[src/rtl/inst_queue_pkg.sv]
// Shared types for the instruction fetch queue: the stored entry layout and
// the fetch exception code width seen by the decoder.
package inst_queue_pkg;

  localparam int EXC_W   = 4;
  localparam int ENTRY_W = 32 + 32 + EXC_W;

  typedef struct packed {
    logic [31:0]      pc;
    logic [31:0]      ins;
    logic [EXC_W-1:0] exc;
  } queue_entry_t;

endpackage

[src/rtl/queue_ram.sv]
// DEPTH x ENTRY_W register array: one synchronous write port, one
// asynchronous read port used for first-word fall-through.
module queue_ram
  import inst_queue_pkg::*;
#(
  parameter int DEPTH = 4
) (
  input  logic                     clk,
  input  logic                     we,
  input  logic [$clog2(DEPTH)-1:0] waddr,
  input  logic [ENTRY_W-1:0]       wdata,
  input  logic [$clog2(DEPTH)-1:0] raddr,
  output logic [ENTRY_W-1:0]       rdata
);

  logic [ENTRY_W-1:0] mem_q [DEPTH];

  // NOTE: the array has no reset; validity is tracked by the pointers and
  // count, so clearing storage would only cost a reset tree for nothing.
  always_ff @(posedge clk) begin
    if (we) begin
      mem_q[waddr] <= wdata;
    end
  end

  assign rdata = mem_q[raddr];

endmodule

[src/rtl/inst_queue.sv]
// Instruction fetch queue between fetch and decode. Circular buffer with
// single-cycle flush; the head entry drives the decoder, zeroed when empty.
module inst_queue
  import inst_queue_pkg::*;
#(
  parameter int DEPTH = 4
) (
  input  logic                     clk,
  input  logic                     resetn,
  input  logic                     flush,
  input  logic                     push_valid,
  output logic                     push_ready,
  input  logic [31:0]              push_pc,
  input  logic [31:0]              push_ins,
  input  logic [EXC_W-1:0]         push_exc,
  output logic                     pop_valid,
  input  logic                     pop_ready,
  output logic [31:0]              pop_pc,
  output logic [31:0]              pop_ins,
  output logic [EXC_W-1:0]         pop_exc,
  output logic [$clog2(DEPTH):0]   count
);

  localparam int PTR_W = $clog2(DEPTH);
  localparam int CNT_W = PTR_W + 1;

  logic [PTR_W-1:0] head_q, head_d;
  logic [PTR_W-1:0] tail_q, tail_d;
  logic [CNT_W-1:0] count_q, count_d;

  logic         push_fire, pop_fire;
  queue_entry_t wr_entry, rd_entry;

  // Flags come only from registered occupancy; no refill at full.
  assign push_ready = (count_q != CNT_W'(DEPTH));
  assign pop_valid  = (count_q != '0);

  assign push_fire = push_valid && push_ready && !flush;
  assign pop_fire  = pop_valid && pop_ready && !flush;

  // NOTE: every signal gets a default at the top of always_comb so no path
  // leaves it unassigned, which would otherwise infer a latch.
  always_comb begin
    head_d  = head_q;
    tail_d  = tail_q;
    count_d = count_q;
    if (flush) begin
      head_d  = '0;
      tail_d  = '0;
      count_d = '0;
    end else begin
      if (push_fire) tail_d = tail_q + PTR_W'(1);
      if (pop_fire)  head_d = head_q + PTR_W'(1);
      if (push_fire && !pop_fire)      count_d = count_q + CNT_W'(1);
      else if (pop_fire && !push_fire) count_d = count_q - CNT_W'(1);
    end
  end

  // NOTE: sequential state uses non-blocking assignments so every flop
  // samples the pre-edge values regardless of statement order.
  always_ff @(posedge clk or negedge resetn) begin
    if (!resetn) begin
      head_q  <= '0;
      tail_q  <= '0;
      count_q <= '0;
    end else begin
      head_q  <= head_d;
      tail_q  <= tail_d;
      count_q <= count_d;
    end
  end

  assign wr_entry = '{pc: push_pc, ins: push_ins, exc: push_exc};

  queue_ram #(.DEPTH(DEPTH)) u_ram (
    .clk   (clk),
    .we    (push_fire),
    .waddr (tail_q),
    .wdata (wr_entry),
    .raddr (head_q),
    .rdata (rd_entry)
  );

  // Empty presents an all-zero NOP bubble to the decoder.
  assign pop_pc  = pop_valid ? rd_entry.pc  : '0;
  assign pop_ins = pop_valid ? rd_entry.ins : '0;
  assign pop_exc = pop_valid ? rd_entry.exc : '0;
  assign count   = count_q;

endmodule

[config.mk]
export PLATFORM = sky130hd
export DESIGN_NAME = inst_queue
export DESIGN_NICKNAME = d
export VERILOG_FILES = /design/src/rtl/inst_queue_pkg.sv /design/src/rtl/queue_ram.sv /design/src/rtl/inst_queue.sv
export SDC_FILE = /design/constraint.sdc
export NUM_CORES = 1
export LEC_CHECK = 0
export ABC_CLOCK_PERIOD_IN_PS = 3900
export CORE_MARGIN = 4
export CORE_UTILIZATION = 55
export DETAILED_ROUTE_END_ITERATION = 8
export DONT_BUFFER_PORTS = 1
export PLACE_DENSITY = 0.77
export SLEW_MARGIN = 40
export SYNTH_ARGS = -nofsm -noshare
export SYNTH_HDL_FRONTEND = slang
export SYNTH_SLANG_ARGS = --single-unit
[constraint.sdc]
create_clock -name clk -period 3.9 [get_ports clk]
set_clock_uncertainty 0.05 [all_clocks]
set_input_delay 0.78 -clock clk [delete_from_list [all_inputs] [get_ports clk]]
set_output_delay 0.78 -clock clk [all_outputs]
set_load 0.005 [all_outputs]
==> results by group, run 1 <==
Outcome
  • Status: finished clean

Setup path
  • Critical Path RT: 3.07 ns
  • Setup Crit Path Kind: reg -> out
  • CP Capture Type: output pin
  • Capture point of the worst reg-to-reg path: count[2]
  • Worst R2R Path Depth: 7
  • Slowest CP cell: dfrtp_4
  • Startpoint Class: register
  • Critical Path AT: 2.40 ns
  • Slowest Stage Delay on Critical Path: 0.67 ns
  • Setup slack, reg-to-reg: 1.35 ns
  • Worst setup endpoint: pop_pc[19]
  • R2R Path Start: count[2]
  • CP max FO: 19
  • Critical Path Source: head_q[0]
  • Worst path cell trace: buf_4 > mux4_2 > and2_1

Synth
  • Most common cell in the netlist: edfxtp_1
  • Post-synth top cells: edfxtp_1, and2_1, mux4_2
  • Syn Std Cell Area: 0.01085 sq mm
  • Seq/Total Area, Yosys: 76.91%
  • Area leader, netlist: edfxtp_1
  • Asr flop ratio synth: 2.509%
  • Yosys top cell area share: 75.29%
  • Top cells by area in the synthesized netlist: edfxtp_1, mux4_2, and2_1
  • Cell count after synthesis: 493
  • Number of synthesized flops with an enable pin: 272
  • Syn. warnings: 0
  • Synthesized flop and latch total: 279
  • Dominant synthesized flop cell: edfxtp_1
  • Synth cell types: 31
  • Avg Inst Size Synth: 22.00 sq um
  • Syn Nets: 571

GRT
  • Vias in the first global route: 5035
  • First-pass GRT wire length: 29.60 mm
  • GRT Util Overall: 17.43%
  • Initial antenna violation count: 0
  • Largest net degree at the start of global routing: 70
  • Grt total ovfl: 0

Route
  • Total number of vias: 4683
  • WL final: 18.90 mm
  • WL/cell: 23.98 microns
  • Final ANT Viol Nets: 0
  • Post-DR vias/cell: 5.943
  • DRC: 0
  • Starting DRT DRC Count: 261
  • Drt pass-1 iters: 4

Timing
  • Max-slew violation count: 0
  • RSZ-0062 raised after global routing: no
  • Max Clock Freq: 0.3094 GHz
  • Final Critical Period: 3.232 ns
  • Worst relative slew slack: 57.32%
  • Final period utilization: 82.86%
  • Setup TNS: 0 ns
  • Setup violations, final: 0
  • Least-Margin Pin Slew: 0.6402 ns
  • Final Hold Violating Endpoints: 0

Flow run
  • Max_cap viols: 0

Floorplanning
  • Starting Density: 55.74%
  • Die W: 148.4 microns
  • Die height: 148.4 microns
  • Die footprint: 0.02203 sq mm
  • Core Box Area: 0.01946 sq mm
  • Boundary pin count: 146
  • Core Rows: 51

Power
  • Pwr dens: 631.6 mW/mm^2
  • Combinational power share: 19.4%
  • Max IR drop VDD: 0.5700 mV
  • P_sw: 1919 uW
  • Net Sw Frac: 25.33%
  • Clk pwr share: 33.1%
  • Leakage: 0.003748 uW
  • Cell internal pwr: 5658 uW
  • Sequential Power Share: 47.5%

Clock tree
  • # clock sinks: 279
  • H-tree levels: 1
  • Worst-Skew Late Latency: 0.52 ns
  • CTS Buffer Depth: 3
  • Hold_buf cts: 1
  • Postcts setup bufs: 0
  • Post-CTS Resized: 0
  • Root Buffer: clkbuf_16
  • CTS clk-pin slew, worst paths: 0.06 ns
  • Num CTS Buffers: 27
  • TritonCTS clock tree: built

Layout
  • Layout area overhead: 10.59%
  • Share of cells above drive strength 1: 23.52%
  • Non-filler cells, final: 788
  • # nets final: 580
  • Antenna diodes: 0

Placement
  • Routability congestion estimate: 0.7272
  • Placed Cells: 737
  • Port buffer count: 0
  • Detailed placement HPWL: 11.14 mm

Hold path
  • Min-Delay Path Class: in -> reg
## cell type report
type	count	area, sq um
clock buffers	32	694.4
multi-input cells	179	2291
well taps	265	331.6
fillers	1349	7466
repair buffers	8	137.6
flip-flops and latches	279	8351
inverters	7	26.28
clock inverters	18	165.2
## cell usage in the layout (no fill, tap or decap), types with 3 or more instances in the layout
cell type / instances
buf_12: 6
clkinv_1: 6
and2_4: 4
clkbuf_16: 27
bufinv_16: 3
clkinv_2: 7
clkbuf_1: 5
edfxtp_1: 272
mux4_2: 68
and2_1: 69
nor2_1: 9
dfrtp_1: 5
o21ai_0: 3
ha_1: 4
inv_1: 7
## logic make-up (layout without fill, tap and decap cells)
group | after synthesis | in the layout | synth area share, %
buf+inv | 35 | 65 | 2.111
simple gates | 88 | 88 | 4.867
fa+ha+maj | 5 | 5 | 0.6459
compound gates | 13 | 13 | 0.8882
flops | 279 | 279 | 76.91
xor+xnor | 2 | 2 | 0.1615
mux | 71 | 71 | 14.42
## worst min path at each step
stage | start | to | slack, ns | depth (start not counted)
floorplan | resetn | count[0] | 0.43 | 0
global placement | resetn | tail_q[1] | 0.43 | 0
detailed placement | resetn | tail_q[1] | 0.43 | 0
CTS | flush | head_q[1] | 0.24 | 1
global route | flush | tail_q[0] | 0.24 | 1
finish | flush | head_q[1] | 0.27 | 1
## worst max-delay path: cells and delay by family (launching register included)
| family | cells | cell delay, ns |
|---|---|---|
| flops | 1 | 0.67 |
| simple gates | 1 | 0.19 |
| buf+inv | 1 | 0.43 |
| mux | 1 | 0.56 |
## stage by stage
step	utilization (%)	worst slack [ns]	power [uW]	hold slack, ns	cell area, sq um
finish	61.64	0.6684	7578	0.2666	12000
detailed placement	57.17	1.134	5179	0.4347	11130
global route	61.64	0.4852	7937	0.2433	12000
CTS	61.64	0.5778	7681	0.2432	12000
global placement	57.15	1.160	5132	0.4347	11120
floorplan	-	0.4157	4922	0.4344	10850
## sequential cells by signal, indices dropped and copies added, names as in the netlist
register	count
tail_q	2
count	3
head_q	2
u_ram.mem_q	272
## routing by layer
layer	wire length [microns]	share of wire [%]	GRT usage, %
met5	0	0	0
met4	357	1.9	4.573
met3	1653	8.7	5.759
met2	9498	50	28.32
met1	7387	39	23.13
## power groups by stage
stage	sequential, uW	clock (uW)	combinational, uW
2_1_floorplan	3570	0	1350
3_3_place_gp	3660	0	1480
3_5_place_dp	3670	0	1510
4_1_cts	3610	2560	1520
5_1_grt	3630	2690	1620
6_report	3600	2510	1470
No activity file was read; power rests on OpenSTA's default activity.
==> inputs of run 2 (changes only) <==
--- a/config.mk
+++ b/config.mk
@@ -5,12 +5,12 @@
 export SDC_FILE = /design/constraint.sdc
 export NUM_CORES = 1
 export LEC_CHECK = 0
-export ABC_CLOCK_PERIOD_IN_PS = 3900
+export ABC_CLOCK_PERIOD_IN_PS = 2860
 export CORE_MARGIN = 4
 export CORE_UTILIZATION = 55
 export DETAILED_ROUTE_END_ITERATION = 8
 export DONT_BUFFER_PORTS = 1
-export PLACE_DENSITY = 0.77
+export PLACE_DENSITY = 0.8
 export SLEW_MARGIN = 40
 export SYNTH_ARGS = -nofsm -noshare
 export SYNTH_HDL_FRONTEND = slang
==> constraint.sdc (replaced) <==
create_clock -name clk -period 2.86 [get_ports clk]
set_clock_uncertainty 0.05 [all_clocks]
set_input_delay 0.572 -clock clk [delete_from_list [all_inputs] [get_ports clk]]
set_output_delay 0.572 -clock clk [all_outputs]
set_load 0.005 [all_outputs]
==> run 2 against run 1 <==
Count of clock-buffer cells in the layout did not move. Utilization rose by 1.1 points. Combinational power rose by 50%. Critical path type unchanged.
==> results by group, run 2 (synthesis gave the netlist of run 1 again) <==
Placement
  • Detailed placement HPWL: 12.40 mm
  • Routability congestion estimate: 0.7625
  • DP Worst Slack: 0.4162 ns
  • Port buffer count: 0

Clock tree
  • Root Buffer: clkbuf_16
  • H-tree levels: 1
  • TritonCTS clock tree: built
  • # clock sinks: 279
  • Num CTS Buffers: 27
  • Worst-Skew Late Latency: 0.53 ns
  • CTS clk-pin slew, worst paths: 0.06 ns
  • CTS Buffer Depth: 3

Floorplanning
  • Core Rows: 51
  • Die height: 148.4 microns
  • Die W: 148.4 microns
  • Starting Density: 55.74%
  • Core Box Area: 0.01946 sq mm
  • Die footprint: 0.02203 sq mm
  • Boundary pin count: 146

Hold path
  • Min-Delay Path Class: in -> reg
  • WHS Path Cells: 1
  • Hold path start: flush
  • Hold path endpoint: tail_q[0]

Setup path
  • Setup Crit Path Kind: reg -> out
  • CP Capture Type: output pin
  • Critical Path AT: 2.10 ns
  • Critical Path RT: 2.24 ns
  • Startpoint Class: register
  • Setup slack, reg-to-reg: 0.37 ns
  • Capture point of the worst reg-to-reg path: count[2]
  • CP max FO: 25
  • R2R Path Start: count[0]
  • Worst R2R Path Depth: 7

Power
  • Leakage: 0.003855 uW
  • Pwr dens: 868.1 mW/mm^2
  • Max IR drop VDD: 0.6882 mV

GRT
  • GRT Util Overall: 17.95%
  • Grt total ovfl: 0
  • Largest net degree at the start of global routing: 54
  • First-pass GRT wire length: 30.22 mm
  • Initial antenna violation count: 0
  • Vias in the first global route: 5177

Timing
  • Setup TNS: 0 ns
  • Least-Margin Pin Slew: 0.5784 ns
  • Final Hold Violating Endpoints: 0
  • Final WS setup: 0.1359 ns
  • Worst relative slew slack: 61.15%
  • RSZ-0062 raised after global routing: no
  • Setup violations, final: 0
  • Final Critical Period: 2.724 ns
  • Final period utilization: 95.25%
  • Max-slew violation count: 0
  • Max Clock Freq: 0.3671 GHz

Outcome
  • Status: finished clean

Layout
  • Share of cells above drive strength 1: 26.30%
  • Number of flip-flops in the largest register: 272
  • Commonest non-fill, non-tap cell in the layout: edfxtp_1
  • Layout area overhead: 12.48%
  • # nets final: 599
  • Biggest register: u_ram.mem_q
  • Antenna diodes: 0
  • Commonest non-fill, non-tap cells in the layout: edfxtp_1, and2_1, mux4_2

Route
  • WL/cell: 24.30 microns
  • Drt pass-1 iters: 4
  • DRC: 0
  • Starting DRT DRC Count: 214
  • WL final: 19.56 mm
  • Final ANT Viol Nets: 0
  • Post-DR vias/cell: 5.819
  • Total number of vias: 4684

Flow run
  • Max_cap viols: 0
run 2: cell types whose count changed in the layout (fill, tap and decap cells not counted), sizes merged:
cell / before / now
clkinv: 13 / 8
inv: 9 / 8
clkinvlp: 0 / 3
buf: 7 / 26
bufinv: 3 / 4
run 2: worst max-delay path, cell delays in order (launching register included):
cell     delay (ns)
dfrtp_4        0.54
buf_12         0.26
mux4_2         0.56
and2_1         0.20
run 2: routing by layer:
layer / up-vias / share of wire [%] / global-route usage, % / wire (microns)
met5: - / 0 / 0 / 0
met4: 0 / 1.9 / 5.312 / 370
met3: 27 / 8.3 / 5.180 / 1616
met2: 157 / 50 / 29.76 / 9869
met1: 2457 / 39 / 23.50 / 7707
li1: 2043 / - / - / -
run 2: layout make-up:
class,count,area [sq um]
multi-input combinational,179,2291
sequential,279,8351
timing repair buffer,27,317.8
inverter,7,26.28
clock inverter,16,190.2
clock buffer,32,694.4
tap,265,331.6
fill,1287,7261
run 2: metrics by stage:
| stage | utilization (%) | cells | hold WS [ns] | area [sq um] | total power (uW) |
|---|---|---|---|---|---|
| global route | 62.69 | 805 | 0.03341 | 12200 | 11100 |
| finish | 62.69 | 805 | 0.05549 | 12200 | 10590 |
| floorplan | - | 493 | 0.2264 | 10850 | 6705 |
| global placement | 57.88 | 751 | 0.2266 | 11270 | 7114 |
| CTS | 62.48 | 800 | 0.03537 | 12160 | 10700 |
| detailed placement | 57.88 | 751 | 0.2267 | 11270 | 7179 |
run 2: worst max path at each step:
stage,from,end,slack [ns],cells past startpoint
floorplan,push_valid,u_ram.mem_q[0][0],0.32,4
global placement,count[0],count[2],0.53,7
detailed placement,count[2],count[2],0.42,7
CTS,head_q[0],pop_ins[24],0.009,3
global route,head_q[0],pop_ins[24],0.04,3
finish,head_q[0],pop_ins[24],0.14,3
run 2: repair_timing:
item	CTS	global route
buffers inserted	0	5
hold endpoints to repair	7	0
gates resized for setup	0	1
setup endpoints to repair	0	53
hold buffers	1	0
run 2: report_power, final:
part | total (uW) | internal, uW | switching [uW]
sequential | 4870 | 4720 | 150
combinational | 2200 | 1110 | 1090
clock | 3520 | 2090 | 1420
total | 10600 | 7930 | 2660
